## src/rtl/rps_pkg.sv

```systemverilog
// Shared types and constants for the rock/scissor/paper display path:
// choice codes, plot colours, frame size, sequencer states and pipeline stage.
package rps_pkg;

  localparam logic [1:0] ROCK    = 2'b00;
  localparam logic [1:0] SCISSOR = 2'b01;
  localparam logic [1:0] PAPER   = 2'b10;

  localparam logic [2:0] COL_FG_C = 3'b111;
  localparam logic [2:0] COL_FG_U = 3'b000;
  localparam logic [2:0] COL_BG   = 3'b010;

  localparam int SCREEN_W = 160;
  localparam int SCREEN_H = 120;

  typedef enum logic [2:0] {
    S_IDLE,
    S_DRAW_C,
    S_DRAW_U,
    S_FLUSH,
    S_DONE
  } state_t;

  // One in-flight fetch travelling alongside the ROM read latency.
  typedef struct packed {
    logic       valid;
    logic [7:0] x;
    logic [6:0] y;
    logic       panel;
  } pix_t;

  // The 11 code has no image of its own and shows paper.
  function automatic logic [1:0] norm_choice(input logic [1:0] c);
    return (c == 2'b11) ? PAPER : c;
  endfunction

endpackage

```

## src/rtl/rps_scan_counter.sv

```systemverilog
// Raster counter for one panel: px runs fastest, py steps on px wrap,
// last flags the final pixel so the caller can switch panels.
module rps_scan_counter #(
  parameter int W = 80,
  parameter int H = 120
) (
  input  logic       clk,
  input  logic       reset,
  input  logic       en,
  input  logic       clr,
  output logic [7:0] px,
  output logic [6:0] py,
  output logic       last
);

  logic px_end;
  logic py_end;

  assign px_end = (px == 8'(W - 1));
  assign py_end = (py == 7'(H - 1));
  assign last   = px_end && py_end;

  // NOTE: sequential state is updated with non-blocking assignments so every
  // register samples the pre-edge values, regardless of block ordering.
  always_ff @(posedge clk or posedge reset) begin
    if (reset) begin
      px <= '0;
      py <= '0;
    end else if (clr) begin
      px <= '0;
      py <= '0;
    end else if (en) begin
      if (px_end) begin
        px <= '0;
        py <= py_end ? '0 : py + 7'd1;
      end else begin
        px <= px + 8'd1;
      end
    end
  end

endmodule

```

## src/rtl/rps_draw_sequencer.sv

```systemverilog
// Redraws the computer (left) then user (right) choice panels, fetching one
// ROM pixel per cycle and delaying x/y/plot to line up with ROM data.
module rps_draw_sequencer #(
  parameter int PANEL_W  = 80,
  parameter int PANEL_H  = 120,
  parameter int SCREEN_W = 160,
  parameter int ROM_LAT  = 1,
  parameter int ADDR_W   = 15
) (
  input  logic              CLOCK_50,
  input  logic              reset,
  input  logic              go,
  input  logic [1:0]        choice_c,
  input  logic [1:0]        choice_u,
  output logic              busy,
  output logic              done,
  output logic [1:0]        rom_sel,
  output logic [ADDR_W-1:0] rom_addr,
  input  logic              rom_q,
  output logic [7:0]        x,
  output logic [6:0]        y,
  output logic [2:0]        colour,
  output logic              plot
);
  import rps_pkg::*;

  state_t      state, state_n;
  logic [1:0]  ch_c, ch_u;
  logic [1:0]  flush_cnt;
  logic        latch_go;
  logic        cnt_en, cnt_clr, last;
  logic [7:0]  px, x_abs;
  logic [6:0]  py;
  logic        fetch, panel;
  pix_t [ROM_LAT-1:0] pipe;
  pix_t        tail;

  rps_scan_counter #(.W(PANEL_W), .H(PANEL_H)) u_scan (
    .clk   (CLOCK_50),
    .reset (reset),
    .en    (cnt_en),
    .clr   (cnt_clr),
    .px    (px),
    .py    (py),
    .last  (last)
  );

  always_ff @(posedge CLOCK_50 or posedge reset) begin
    if (reset) begin
      state     <= S_IDLE;
      ch_c      <= 2'b00;
      ch_u      <= 2'b00;
      flush_cnt <= 2'd0;
    end else begin
      state     <= state_n;
      flush_cnt <= (state == S_FLUSH) ? flush_cnt + 2'd1 : 2'd0;
      if (latch_go) begin
        ch_c <= norm_choice(choice_c);
        ch_u <= norm_choice(choice_u);
      end
    end
  end

  // NOTE: every signal driven here gets a default first, so no path through
  // the case statement can leave one unassigned and infer a latch.
  always_comb begin
    state_n  = state;
    latch_go = 1'b0;
    cnt_clr  = 1'b0;
    cnt_en   = 1'b0;
    case (state)
      S_IDLE: begin
        if (go) begin
          state_n  = S_DRAW_C;
          latch_go = 1'b1;
          cnt_clr  = 1'b1;
        end
      end
      S_DRAW_C: begin
        cnt_en = 1'b1;
        if (last) state_n = S_DRAW_U;
      end
      S_DRAW_U: begin
        cnt_en = 1'b1;
        if (last) state_n = S_FLUSH;
      end
      S_FLUSH: begin
        if (flush_cnt == 2'(ROM_LAT - 1)) state_n = S_DONE;
      end
      S_DONE:  state_n = S_IDLE;
      default: state_n = S_IDLE;
    endcase
  end

  assign busy    = (state != S_IDLE);
  assign done    = (state == S_DONE);
  assign fetch   = (state == S_DRAW_C) || (state == S_DRAW_U);
  assign panel   = (state == S_DRAW_U);
  assign x_abs   = panel ? 8'(PANEL_W) + px : px;
  assign rom_sel = (state == S_DRAW_C) ? ch_c :
                   (state == S_DRAW_U) ? ch_u : 2'b00;

  logic [ADDR_W-1:0] y_ext, x_ext;
  assign y_ext = ADDR_W'(py);
  assign x_ext = ADDR_W'(x_abs);

  generate
    if (SCREEN_W == 160) begin : g_addr_shift
      assign rom_addr = (y_ext << 7) + (y_ext << 5) + x_ext;
    end else begin : g_addr_mul
      assign rom_addr = y_ext * ADDR_W'(SCREEN_W) + x_ext;
    end
  endgenerate

  // NOTE: this shift register is only a few flops deep, so it is reset: the
  // valid bits must clear at once to stop plotting when a draw is aborted.
  always_ff @(posedge CLOCK_50 or posedge reset) begin
    if (reset) begin
      pipe <= '0;
    end else begin
      pipe[0] <= '{valid: fetch, x: x_abs, y: py, panel: panel};
      for (int i = 1; i < ROM_LAT; i++) pipe[i] <= pipe[i-1];
    end
  end

  // Colour stays combinational: rom_q arrives in the same cycle as the tail stage.
  assign tail   = pipe[ROM_LAT-1];
  assign plot   = tail.valid;
  assign x      = tail.x;
  assign y      = tail.y;
  assign colour = !tail.valid ? 3'b000   :
                  !rom_q      ? COL_BG   :
                  tail.panel  ? COL_FG_U : COL_FG_C;

endmodule

```

## config.mk

```make
export PLATFORM = sky130hd
export DESIGN_NAME = rps_draw_sequencer
export DESIGN_NICKNAME = d
export VERILOG_FILES = /design/src/rtl/rps_pkg.sv /design/src/rtl/rps_scan_counter.sv /design/src/rtl/rps_draw_sequencer.sv
export SDC_FILE = /design/constraint.sdc
export NUM_CORES = 1
export LEC_CHECK = 0
export CORE_MARGIN = 2
export CORE_UTILIZATION = 56
export CTS_CLUSTER_DIAMETER = 200
export DETAILED_ROUTE_END_ITERATION = 7
export PLACE_DENSITY_LB_ADDON = 0.3
export SLEW_MARGIN = 20
export SYNTH_ARGS = -nofsm -noshare
export SYNTH_HDL_FRONTEND = slang
export SYNTH_SLANG_ARGS = --single-unit
export TNS_END_PERCENT = 1
```

## constraint.sdc

```tcl
create_clock -name CLOCK_50 -period 7.15 [get_ports CLOCK_50]
set_input_delay 1.43 -clock CLOCK_50 [delete_from_list [all_inputs] [get_ports CLOCK_50]]
set_output_delay 1.43 -clock CLOCK_50 [all_outputs]
set_load 0.02 [all_outputs]
```

[Word-level counts from Yosys, hierarchy flattened]
Index checks and enable logic that the tools add are counted.
Widths: inputs -> output; s select.
Operators by class
  muxes and demuxes: 24
  add/subtract/negate cells: 6
  eq/ne operators: 12
  reductions and logical operators: 10
Operators by type and width (count)
  $mux 8: 4
  $mux 7: 4
  $mux 3: 7
  $add 14x12->15: 1
  $add 15x8->15: 1
  $pmux 3 s4: 1
  $mux 2: 5
  $add 7x8->8 const A: 1
  $add 8x1->8 const B: 1
  $eq 8x7->1 const B: 1
  $add 7x1->7 const B: 1
  $eq 7x7->1 const B: 1
  $eq 3x2->1 const B: 2
  $ne 2x2->1 const B: 3
  $eq 2x2->1 const B: 2
  $reduce_and 4->1: 1
  $reduce_bool 2->1: 2
  $eq 3x1->1 const B: 1
  $eq 3x3->1 const B: 1
  $logic_not 3->1: 1
  $mux 1: 3
  $reduce_bool 3->1: 1
  $add 2x1->2 const B: 1
  $logic_not 2->1: 1
  5 further kinds: 5
Word-level totals
  register bits: 41
  input port bits: 8
  word-level logic and storage cells: 62
  output and inout port bits: 38

[Longest topological paths before layout]
Gate-level depths: netlist of run 1.
  word-level depth: 5
  depth in mapped cells: 13

[Modules after synthesis]
Synthesis of run 1 repeated with hierarchy kept, for this count alone.
Unflattened totals
  cells, all modules: 224
  area, all modules: 2378.5 sq um
Modules (own cells, without submodules)
  rps_draw_sequencer: area an instance 1496.4 sq um, sequential area each 650.6 sq um, instances 1, cells an instance 135
  rps_scan_counter: area an instance 882.1 sq um, sequential area each 375.4 sq um, instances 1, cells an instance 89

[Worst setup path after synthesis of run 1]
OpenSTA, ideal clock, no wires.
  kind: flip-flop to output port
  from: reg state[1]
  to: out rom_addr[12]
  required time: 5.720 ns
  setup slack: 2.791 ns
  arrival time: 2.929 ns
  stages on the path, launching flop included: 14
  path through: dfrtp_1 buf_2 nand2_1 nor2_1 xor2_1 inv_1 fa_1 inv_1 fa_1 a21o_1 a21oi_1 o21bai_1 a21oi_1 xnor2_1
On the way
  longest elaborated chain between the ends: 3
Ends and longest elaborated chain
  from (decl): RTL line rps_draw_sequencer.sv:27  | state_t state, state_n;
  from (signal assigned): RTL line rps_draw_sequencer.sv:55  | state <= state_n;
  $eq 3x2->1: RTL line rps_draw_sequencer.sv:98  | assign panel = (state == S_DRAW_U);
  $mux 8: RTL line rps_draw_sequencer.sv:99  | assign x_abs = panel ? 8'(PANEL_W) + px : px;
  via x_abs[7]: RTL line rps_draw_sequencer.sv:32  | logic [7:0] px, x_abs;
  $add 15x8->15: RTL line rps_draw_sequencer.sv:109  | assign rom_addr = (y_ext << 7) + (y_ext << 5) + x_ext;
  to (decl): RTL line rps_draw_sequencer.sv:18  | output logic [ADDR_W-1:0] rom_addr,
The timed path passes the listed nets, and every way through them passes these cells.

[Worst setup path after layout of run 1]
  from: reg state[0]
  to: out rom_addr[12]
Same word-level chain as after synthesis.

==> summary.md, run 1 <==
| Metric | Value |
|---|---|
| Result of the run | `finished, final reports clean` |
| Most used DFF post-synth | `sky130_fd_sc_hd__dfrtp_1` |
| Critical path capture point type | `output port` |
| Area growth from synthesis to layout | `17.0%` |
| Data arrival time at the worst-slack endpoint | `4040 ps` |
| CORE AREA | `4060 µm²` |
| RSZ-0062 raised after global routing | `false` |
| Source of the critical timing path | `state[0]` |
| VDD IR max | `0.181 mV` |
| Warning count from the yosys run | `0` |
| Number of antenna violations at the first check in global routing | `0` |
| Ant. Diodes | `0` |
| Maximum capacitance violations | `0` |
| First-pass GRT wire length | `8.02 mm` |
| Timing-limited maximum frequency | `between 150 and 200 MHz` |
| Remaining number of nets flagged by the antenna check after routing | `0` |
| Period utilization | `0.765` |
| Final Hold Vio Count | `0` |
| Data required time of the worst path | `5720 ps` |
| Buffers inserted by post-CTS timing repair | `0` |
| Clock-pin transition on the worst setup and hold timing paths | `80 ps` |
| Insertion delay to the later sink of the worst-skew pair | `about 290 ps` |
| Cell type group with the largest total delay on the critical path | `adder cells` |
| Synth Instances | `240` |
| PwrDens | `376 nW/µm²` |
| Largest net degree at the start of global routing | `42` |
| Total via count in the routed design | `1724` |
| WP depth | `14` |
| Clk pwr share | `0.136` |
| Overall die area | `~4800 µm²` |
| Reg-to-reg critical path endpoint | `u_scan.py[5]` |
| Final RePlAce weighted congestion | `around 0.82` |
| Mapped Area | `between 2000 and 2500 µm²` |
| Number of buffers created by CTS | `5` |
| Portion of the post-synthesis area used by sequential elements | `0.428` |
| Estimated wirelength of the detail-placed design | `roughly 3.2 mm` |
| Sequential share of power | `0.340` |
| Register bit total from synthesis | `41` |
| Switching power share of the total | `0.404` |
| Dominant cells by area after synthesis | `sky130_fd_sc_hd__dfrtp_1 43%, sky130_fd_sc_hd__ha_1 9.4%, sky130_fd_sc_hd__buf_4 6.9%` |
| Resized Gates After CTS | `0` |
| Combinational Power Share | `0.524` |
| Leakage power | `1.26 nW` |
| Total congestion overflow | `0` |
| Port Buffer Count | `45` |
| Placed cells | `307` |
| Net load switching power | `0.426 mW` |
| Post-detailed-route via-to-cell ratio | `5.47` |
| Fraction of synthesized cell area taken by the top area cell type | `0.428` |
| Count of distinct cell types in the synthesized netlist | `about 50` |
| Layout Skew | `9.60 ps` |
| Effective utilization at floorplan | `0.591` |
| Async SR Flop Fraction | `1.00` |
| Number of enable-type register cells in the synthesized netlist | `0` |
| Setup slack of the most critical reg-to-reg path | `4970 ps` |
| Die height | `69.5 µm` |
| Met3 WL post-DR | `233 µm` |
| Area leader, netlist | `sky130_fd_sc_hd__dfrtp_1` |
| Number of cells in the finished layout apart from fillers | `approximately 320` |
| Residual DRC | `0` |
| Critical path's largest stage delay | `about 610 ps` |
| Number of hold buffers added after cts | `0` |
| # setup viols final | `0` |
| Worst setup margin | `approximately 1700 ps` |
| Detailed-routing iteration count for the pre-antenna-repair pass | `5` |
| Clock Path Buffers | `2` |
| Place WS | `2010 ps` |
| Max Fanout on Critical Path | `13` |
| Final Hold Slack | `434 ps` |
| DR top layer | `met4` |
| Logic depth of the worst register-to-register path | `6` |
| Destination of the critical timing path | `rom_addr[12]` |
| H-tree levels | `2` |
| Gr usage total | `0.204` |
| DRT met1 WL | `2.08 mm` |
| Detailed Route Iter0 Violations | `156` |
| Mapped Avg Cell Area | `approximately 10 µm²` |
| Most common library cell in the layout ignoring fill and taps | `sky130_fd_sc_hd__clkdlybuf4s50_1` |
| CTS Root Buffer Type | `sky130_fd_sc_hd__clkbuf_8` |
| Critical-path cell with the highest stage delay | `sky130_fd_sc_hd__clkdlybuf4s50_1` |
| Minimum period implied by the final worst setup slack | `5470 ps` |
| Number of I/O pins | `46` |
| Headroom to the max-slew limit | `0.376` |
| Synthesized netlist net count | `268` |
| Hold/Removal Path Class | `flop to flop` |
| Via count of the first global-routing pass | `roughly 1700` |
| Setup Total Neg Slack | `0 ps` |
| Met2 WL | `2.03 mm` |
| Number of rows in the core area | `23` |
| Combined buffer and inverter count along the critical path | `3` |
| Internal power of the cells | `about 0.63 mW` |
| Launch point of the worst reg-to-reg path | `u_scan.px[0]` |
| Commonest cells after routing, fill and taps aside | `45 x sky130_fd_sc_hd__clkdlybuf4s50_1, 41 x sky130_fd_sc_hd__dfrtp_1, 18 x sky130_fd_sc_hd__o21ai_0, 18 x sky130_fd_sc_hd__ha_1, 17 x sky130_fd_sc_hd__nor2_1` |
| DRT Wirelength | `~4.4 mm` |
| Fin. max-slew vios | `0` |
| CP Cell Sequence | `nor2_1, nand2_1, nor2_1, xor2_1, inv_1, fa_1, inv_1, fa_1, a21o_1, a21oi_1, o21bai_1, a21oi_1, xnor2_1, clkdlybuf4s50_1` |
| Crit start category | `flop` |
| Fraction of layout instances using a drive strength above 1 | `0.0717` |
| Number of nets in the final layout | `292` |
| Setup Crit Path Kind | `flop to output port` |
| Total number of clock tree sinks | `between 40 and 50` |
| Least-Margin Pin Slew | `roughly 930 ps` |
| Die span in x | `around 69 µm` |
| TritonCTS clock tree | `done` |
| Wirelength per Cell | `approximately 14 µm` |
per-stage QoR:
| step | instance area, µm² | power [mW] | utilization |
|---|---|---|---|
| 2_1_floorplan | 2400 | 0.748 | - |
| 3_3_place_gp | 2720 | 0.901 | 0.671 |
| 3_5_place_dp | 2720 | 0.919 | 0.671 |
| 4_1_cts | 2810 | 1.07 | 0.692 |
| 5_1_grt | 2810 | 1.14 | 0.692 |
| 6_report | 2810 | 1.06 | 0.692 |
cell families (layout without fill, tap and decap cells):
family,after synthesis,in the layout,share of synthesized area
compound gates,57,57,0.151
xor+xnor,9,9,0.0328
fa+ha+maj,20,20,0.111
buf+inv,44,69,0.106
flops,41,41,0.428
mux,2,2,0.00938
simple gates,67,67,0.163
sequential cells by signal, summed over array words and instances (netlist names):
name       cells
y              7
ch_c           2
plot           1
u_scan.py      7
ch_u           2
pipe           1
flush_cnt      2
state          3
x              8
u_scan.px      8
power groups by stage:
| stage | Combinational (mW) | Sequential [mW] | Clock, mW |
|---|---|---|---|
| 6_report | 0.554 | 0.359 | 0.144 |
| 5_1_grt | 0.608 | 0.370 | 0.161 |
| 4_1_cts | 0.559 | 0.358 | 0.149 |
| 3_5_place_dp | 0.557 | 0.362 | 0 |
| 3_3_place_gp | 0.543 | 0.359 | 0 |
| 2_1_floorplan | 0.404 | 0.344 | 0 |
synth_stat cells (all sizes together) (2+ instances only):
master / count
a211oi: 3
a21o: 2
a21oi: 11
a22o: 2
a22oi: 3
a311oi: 2
and3: 3
and3b: 2
and4b: 2
buf: 27
clkbuf: 2
dfrtp: 41
fa: 2
ha: 18
inv: 15
mux2: 2
nand2: 15
nand3: 6
nand3b: 2
nor2: 17
nor2b: 5
nor3: 5
nor3b: 2
o21ai: 22
o21bai: 3
o31ai: 4
or3: 2
xnor2: 4
xor2: 5
worst min-delay path by stage:
stage / start / to / slack [ps] / depth (start not counted)
floorplan: flush_cnt[0] / flush_cnt[0] / 410 / 1
global placement: flush_cnt[0] / flush_cnt[0] / 430 / 1
global route: flush_cnt[0] / flush_cnt[0] / 470 / 1
finish: flush_cnt[0] / flush_cnt[0] / 430 / 1
detailed placement: flush_cnt[0] / flush_cnt[0] / 430 / 1
CTS: flush_cnt[0] / flush_cnt[0] / 440 / 1
layer usage:
metal  GRT usage  up-vias
met1       0.296      798
met3      0.0451        8
met5           0        -
met2       0.308       54
li1            -      864
met4      0.0632        0
final cells by class:
cell class / instances / area (µm²)
clock buffers: 5 / 68.8
well taps: 50 / 62.6
clock inverters: 3 / 17.5
multi-input cells: 155 / 1120
fillers: 312 / 1250
inverters: 15 / 56.3
repair buffers: 46 / 458
flip-flops and latches: 41 / 1030
Note: power is estimated with default switching activity, not from simulation.
==> run 2, diff against run 1 <==
--- a/config.mk
+++ b/config.mk
@@ -6,7 +6,7 @@
 export NUM_CORES = 1
 export LEC_CHECK = 0
 export CORE_MARGIN = 2
-export CORE_UTILIZATION = 56
+export CORE_UTILIZATION = 52
 export CTS_CLUSTER_DIAMETER = 200
 export DETAILED_ROUTE_END_ITERATION = 7
 export PLACE_DENSITY_LB_ADDON = 0.3
==> constraint.sdc (replaced) <==
create_clock -name CLOCK_50 -period 5.4 [get_ports CLOCK_50]
set_input_delay 1.08 -clock CLOCK_50 [delete_from_list [all_inputs] [get_ports CLOCK_50]]
set_output_delay 1.08 -clock CLOCK_50 [all_outputs]
set_load 0.02 [all_outputs]
==> summary.md, run 2 (same netlist as run 1, synthesis figures left out) <==
| Metric | Value |
|---|---|
| Total number of clock tree sinks | `41` |
| Port Buffer Count | `45` |
| Wirelength per Cell | `14.7 µm` |
| Number of I/O pins | `46` |
| Effective utilization at floorplan | `0.544` |
| Switching power share of the total | `0.382` |
| Internal power of the cells | `0.929 mW` |
| Sequential share of power | `0.316` |
| Net load switching power | `0.575 mW` |
| Clock-pin transition on the worst setup and hold timing paths | `80 ps` |
| First-pass GRT wire length | `between 8 and 9 mm` |
| Fraction of layout instances using a drive strength above 1 | `0.0830` |
| Remaining number of nets flagged by the antenna check after routing | `0` |
| Critical path capture point type | `output port` |
| Period utilization | `0.925` |
| Result of the run | `finished, final reports clean` |
| Overall die area | `5170 µm²` |
| Post-detailed-route via-to-cell ratio | `5.62` |
| Number of hold buffers added after cts | `0` |
| Detailed Route Iter0 Violations | `128` |
| Leakage power | `about 1.3 nW` |
| Area growth from synthesis to layout | `19.4%` |
| Buffers inserted by post-CTS timing repair | `0` |
| PwrDens | `about 520 nW/µm²` |
| Final RePlAce weighted congestion | `0.848` |
| Residual DRC | `0` |
| Most common library cell in the layout ignoring fill and taps | `sky130_fd_sc_hd__clkdlybuf4s50_1` |
| RSZ-0062 raised after global routing | `false` |
| Setup Crit Path Kind | `flop to output port` |
| VDD IR max | `0.253 mV` |
| Final Hold Slack | `447 ps` |
| Max Fanout on Critical Path | `13` |
| Commonest cells after routing, fill and taps aside | `44 x sky130_fd_sc_hd__clkdlybuf4s50_1, 38 x sky130_fd_sc_hd__dfrtp_1, 18 x sky130_fd_sc_hd__o21ai_0, 18 x sky130_fd_sc_hd__ha_1, 17 x sky130_fd_sc_hd__nor2_1` |
| Maximum capacitance violations | `0` |
| Final Hold Vio Count | `0` |
| Headroom to the max-slew limit | `0.366` |
| Ant. Diodes | `0` |
| DRT Wirelength | `approximately 4.6 mm` |
| H-tree levels | `2` |
| Number of rows in the core area | `24` |
| Detailed-routing iteration count for the pre-antenna-repair pass | `4` |
| # setup viols final | `0` |
| Clock Path Buffers | `2` |
| Setup Total Neg Slack | `0 ps` |
| Estimated wirelength of the detail-placed design | `around 3.2 mm` |
| Largest net degree at the start of global routing | `42` |
| Number of nets in the final layout | `292` |
| Filler Cell Count | `375` |
| Fin. max-slew vios | `0` |
| Data required time of the worst path | `4320 ps` |
| CORE AREA | `4410 µm²` |
| Timing-limited maximum frequency | `around 200 MHz` |
| Die span in x | `71.9 µm` |
| Insertion delay to the later sink of the worst-skew pair | `300 ps` |
| Resized Gates After CTS | `0` |
| Gr usage total | `0.200` |
| TritonCTS clock tree | `done` |
| Minimum period implied by the final worst setup slack | `~5000 ps` |
| Layout Skew | `6.89 ps` |
| Number of buffers created by CTS | `5` |
| Total via count in the routed design | `1781` |
| Via count of the first global-routing pass | `1664` |
| Combinational Power Share | `0.490` |
| CTS Root Buffer Type | `sky130_fd_sc_hd__clkbuf_8` |
| Total congestion overflow | `0` |
| Data arrival time at the worst-slack endpoint | `3920 ps` |
| Least-Margin Pin Slew | `946 ps` |
| Clk pwr share | `0.194` |
| Crit start category | `flop` |
| Hold/Removal Path Class | `flop to flop` |
| Die height | `71.9 µm` |
| Number of antenna violations at the first check in global routing | `0` |
[run 2: per-stage QoR]
stage | utilization | cell area [µm²] | std cells | total power, mW | setup WS [ps]
6_report | 0.649 | 2870 | 317 | 1.50 | 404
3_5_place_dp | 0.617 | 2730 | 309 | 1.22 | 594
4_1_cts | 0.648 | 2860 | 317 | 1.51 | 211
2_1_floorplan | - | 2400 | 240 | 0.991 | 1390
3_3_place_gp | 0.617 | 2730 | 309 | 1.20 | 686
5_1_grt | 0.649 | 2870 | 317 | 1.60 | 134
[run 2: worst paths after layout]
check	startpoint	end	slack, ps	depth (start not counted)
min	flush_cnt[0]	flush_cnt[0]	450	1
max in group asynchronous	reset	state[0]	3840	3
min reg2reg	flush_cnt[0]	flush_cnt[0]	450	1
min in group asynchronous	reset	x[1]	1200	3
max	state[0]	rom_addr[11]	400	14
max reg2reg	u_scan.px[0]	u_scan.py[5]	3140	6
[run 2: layout make-up]
cell class | instances | area (µm²) | area share
multi-input cells | 155 | 1120 | 0.391
flip-flops and latches | 41 | 1030 | 0.359
repair buffers | 46 | 460 | 0.161
clock buffers | 5 | 68.8 | 0.0240
clock inverters | 3 | 65.1 | 0.0227
well taps | 52 | 65.1 | 0.0227
inverters | 15 | 56.3 | 0.0197
[run 2: metal layers]
layer / GRT usage / wire length [µm] / up-vias
met1: 0.280 / 2200 / 856
met5: 0 / 0 / -
met4: 0.0839 / 96 / 0
met2: 0.311 / 2160 / 51
met3: 0.0333 / 184 / 9
li1: - / - / 865
[run 2: power by group through the flow]
stage               Clock (mW)  Combinational (mW)  Sequential (mW)
floorplan                    0               0.534            0.456
global placement             0               0.721            0.476
detailed placement           0               0.735            0.480
CTS                      0.296               0.743            0.475
global route             0.310               0.802            0.491
finish                   0.292               0.737            0.475
[run 2: worst max-delay path: stages, from the launching register on]
cell                              delay (ps)
sky130_fd_sc_hd__dfrtp_2                 490
sky130_fd_sc_hd__nor2_1                  150
sky130_fd_sc_hd__nand2_1                 140
sky130_fd_sc_hd__nor2_1                  180
sky130_fd_sc_hd__xor2_1                  260
sky130_fd_sc_hd__inv_1                    80
sky130_fd_sc_hd__fa_1                    480
sky130_fd_sc_hd__inv_1                    70
sky130_fd_sc_hd__ha_1                    310
sky130_fd_sc_hd__a211oi_1                210
sky130_fd_sc_hd__nor2_1                  100
sky130_fd_sc_hd__o21ai_0                 220
sky130_fd_sc_hd__nor2b_1                 200
sky130_fd_sc_hd__xnor2_1                 130
sky130_fd_sc_hd__clkdlybuf4s50_1         620
==> run 3, diff against run 2 <==
==> constraint.sdc (replaced) <==
create_clock -name CLOCK_50 -period 5.2 [get_ports CLOCK_50]
set_input_delay 1.04 -clock CLOCK_50 [delete_from_list [all_inputs] [get_ports CLOCK_50]]
set_output_delay 1.04 -clock CLOCK_50 [all_outputs]
set_load 0.02 [all_outputs]
==> summary.md, run 3 (same netlist as run 1, synthesis figures left out) <==
| Metric | Value |
|---|---|
| Result of the run | `finished, final reports clean` |
| Final cell area excluding filler cells | `2870 µm²` |
| Data arrival time at the worst-slack endpoint | `around 3800 ps` |
| Total congestion overflow | `0` |
| Filler Cell Count | `382` |
| Launch point of the worst reg-to-reg path | `u_scan.px[1]` |
| Source of the critical timing path | `state[0]` |
| RSZ-0062 raised after global routing | `false` |
| Timing-limited maximum frequency | `205 MHz` |
| Ant. Diodes | `0` |
| DRT Wirelength | `roughly 4.7 mm` |
| Layout Skew | `8.32 ps` |
| Data required time of the worst path | `around 4200 ps` |
| Total via count in the routed design | `1762` |
| Total placed instance area | `roughly 2700 µm²` |
| Hold/Removal Path Class | `flop to flop` |
| Buffers inserted by post-CTS timing repair | `0` |
| Largest net degree at the start of global routing | `42` |
| Leakage power | `1.30 nW` |
| VDD IR max | `0.279 mV` |
| Die height | `71.9 µm` |
| Estimated wirelength of the detail-placed design | `3.24 mm` |
| Total number of clock tree sinks | `between 40 and 50` |
| Area growth from synthesis to layout | `19.8%` |
| Clock Path Buffers | `2` |
| Setup Crit Path Kind | `flop to output port` |
| Fraction of layout instances using a drive strength above 1 | `0.0868` |
| Via count of the first global-routing pass | `approximately 1700` |
| CTS Root Buffer Type | `sky130_fd_sc_hd__clkbuf_8` |
| Critical path capture point type | `output port` |
| TritonCTS clock tree | `done` |
| # setup viols final | `0` |
| Number of rows in the core area | `24` |
| Insertion delay to the later sink of the worst-skew pair | `slightly below 300 ps` |
| Resized Gates After CTS | `0` |
| Crit start category | `flop` |
| Headroom to the max-slew limit | `0.368` |
| Number of I/O pins | `46` |
| Gr usage total | `0.200` |
| Clock-pin transition on the worst setup and hold timing paths | `70 ps` |
| Post-detailed-route via-to-cell ratio | `5.56` |
| Final RePlAce weighted congestion | `0.848` |
| Final Hold Vio Count | `0` |
| Setup Total Neg Slack | `0 ps` |
| H-tree levels | `2` |
| Wirelength per Cell | `around 15 µm` |
| Detailed Route Iter0 Violations | `roughly 170` |
| Detailed-routing iteration count for the pre-antenna-repair pass | `4` |
| Residual DRC | `0` |
| Fin. max-slew vios | `0` |
| Number of antenna violations at the first check in global routing | `0` |
| Maximum capacitance violations | `0` |
| Minimum period implied by the final worst setup slack | `between 4000 and 5000 ps` |
| CORE AREA | `4410 µm²` |
| Remaining number of nets flagged by the antenna check after routing | `0` |
| Number of hold buffers added after cts | `0` |
| Commonest cells after routing, fill and taps aside | `42 x sky130_fd_sc_hd__clkdlybuf4s50_1, 38 x sky130_fd_sc_hd__dfrtp_1, 18 x sky130_fd_sc_hd__o21ai_0, 18 x sky130_fd_sc_hd__ha_1, 17 x sky130_fd_sc_hd__nor2_1` |
| Least-Margin Pin Slew | `943 ps` |
| Max Fanout on Critical Path | `13` |
| Post-layout total power | `1.56 mW` |
| First-pass GRT wire length | `8.15 mm` |
| Most common library cell in the layout ignoring fill and taps | `sky130_fd_sc_hd__clkdlybuf4s50_1` |
| Overall die area | `5170 µm²` |
| Hold Path Origin | `flush_cnt[0]` |
| Port Buffer Count | `45` |
| Effective utilization at floorplan | `0.544` |
| Die span in x | `roughly 70 µm` |
| Number of buffers created by CTS | `5` |
| Period utilization | `0.938` |
| Number of nets in the final layout | `292` |
| PwrDens | `about 540 nW/µm²` |
==> run 3: changes by cell type in the layout (fill, tap and decap cells not counted), sizes merged <==
cell / delta
dlymetal6s2s: +2
clkdlybuf4s50: -2
==> run 3: path summary, 6_finish.rpt <==
| check | endpoint | slack, ps | cells past startpoint |
|---|---|---|---|
| worst min-delay path | flush_cnt[0] | 440 | 1 |
| worst min register to register | flush_cnt[0] | 440 | 1 |
| worst max register to register | u_scan.py[5] | 2930 | 6 |
| worst max-delay path | rom_addr[14] | 320 | 13 |
| max in group asynchronous | state[0] | 3660 | 3 |
| min in group asynchronous | x[2] | 1160 | 3 |
==> run 3: worst max-delay path, cell delays in order (launching register included) <==
cell	delay, ps
sky130_fd_sc_hd__dfrtp_2	490
sky130_fd_sc_hd__nor2_1	170
sky130_fd_sc_hd__nand2_1	150
sky130_fd_sc_hd__nor2_1	180
sky130_fd_sc_hd__xor2_1	260
sky130_fd_sc_hd__inv_1	90
sky130_fd_sc_hd__fa_1	480
sky130_fd_sc_hd__inv_1	70
sky130_fd_sc_hd__fa_1	450
sky130_fd_sc_hd__a21o_1	210
sky130_fd_sc_hd__a21oi_2	200
sky130_fd_sc_hd__o21ai_0	90
sky130_fd_sc_hd__and3b_1	170
sky130_fd_sc_hd__clkdlybuf4s50_1	530
==> run 3: report_power, final <==
group,total (mW),switching [mW],internal [mW]
logic,0.769,0.397,0.371
registers,0.493,0.0891,0.404
clock network,0.301,0.111,0.191
total,1.56,0.597,0.966
==> run 3: cell type report <==
class | instances | area, µm² | area share
Inverter | 15 | 56.3 | 0.0196
Clock buffer | 5 | 68.8 | 0.0239
Timing Repair Buffer | 46 | 465 | 0.162
Tap cell | 52 | 65.1 | 0.0226
Clock inverter | 3 | 65.1 | 0.0226
Sequential cell | 41 | 1030 | 0.358
Multi-Input combinational cell | 155 | 1120 | 0.391
==> run 3: layer usage <==
layer / vias up / track usage / part of all wire / routed length, µm
met3: 7 / 0.0375 / 0.042 / 195
li1: 862 / - / - / -
met4: 0 / 0.0671 / 0.013 / 60
met5: - / 0 / 0 / 0
met1: 847 / 0.287 / 0.47 / 2170
met2: 46 / 0.310 / 0.48 / 2240
==> run 3: metrics by stage <==
step                instances   util  hold WS, ps  worst slack [ps]
global route              317  0.651          483              68.7
global placement          309  0.617          431               526
CTS                       317  0.648          446              22.6
floorplan                 240      -          410              1230
detailed placement        309  0.617          435               431
finish                    317  0.651          438               324
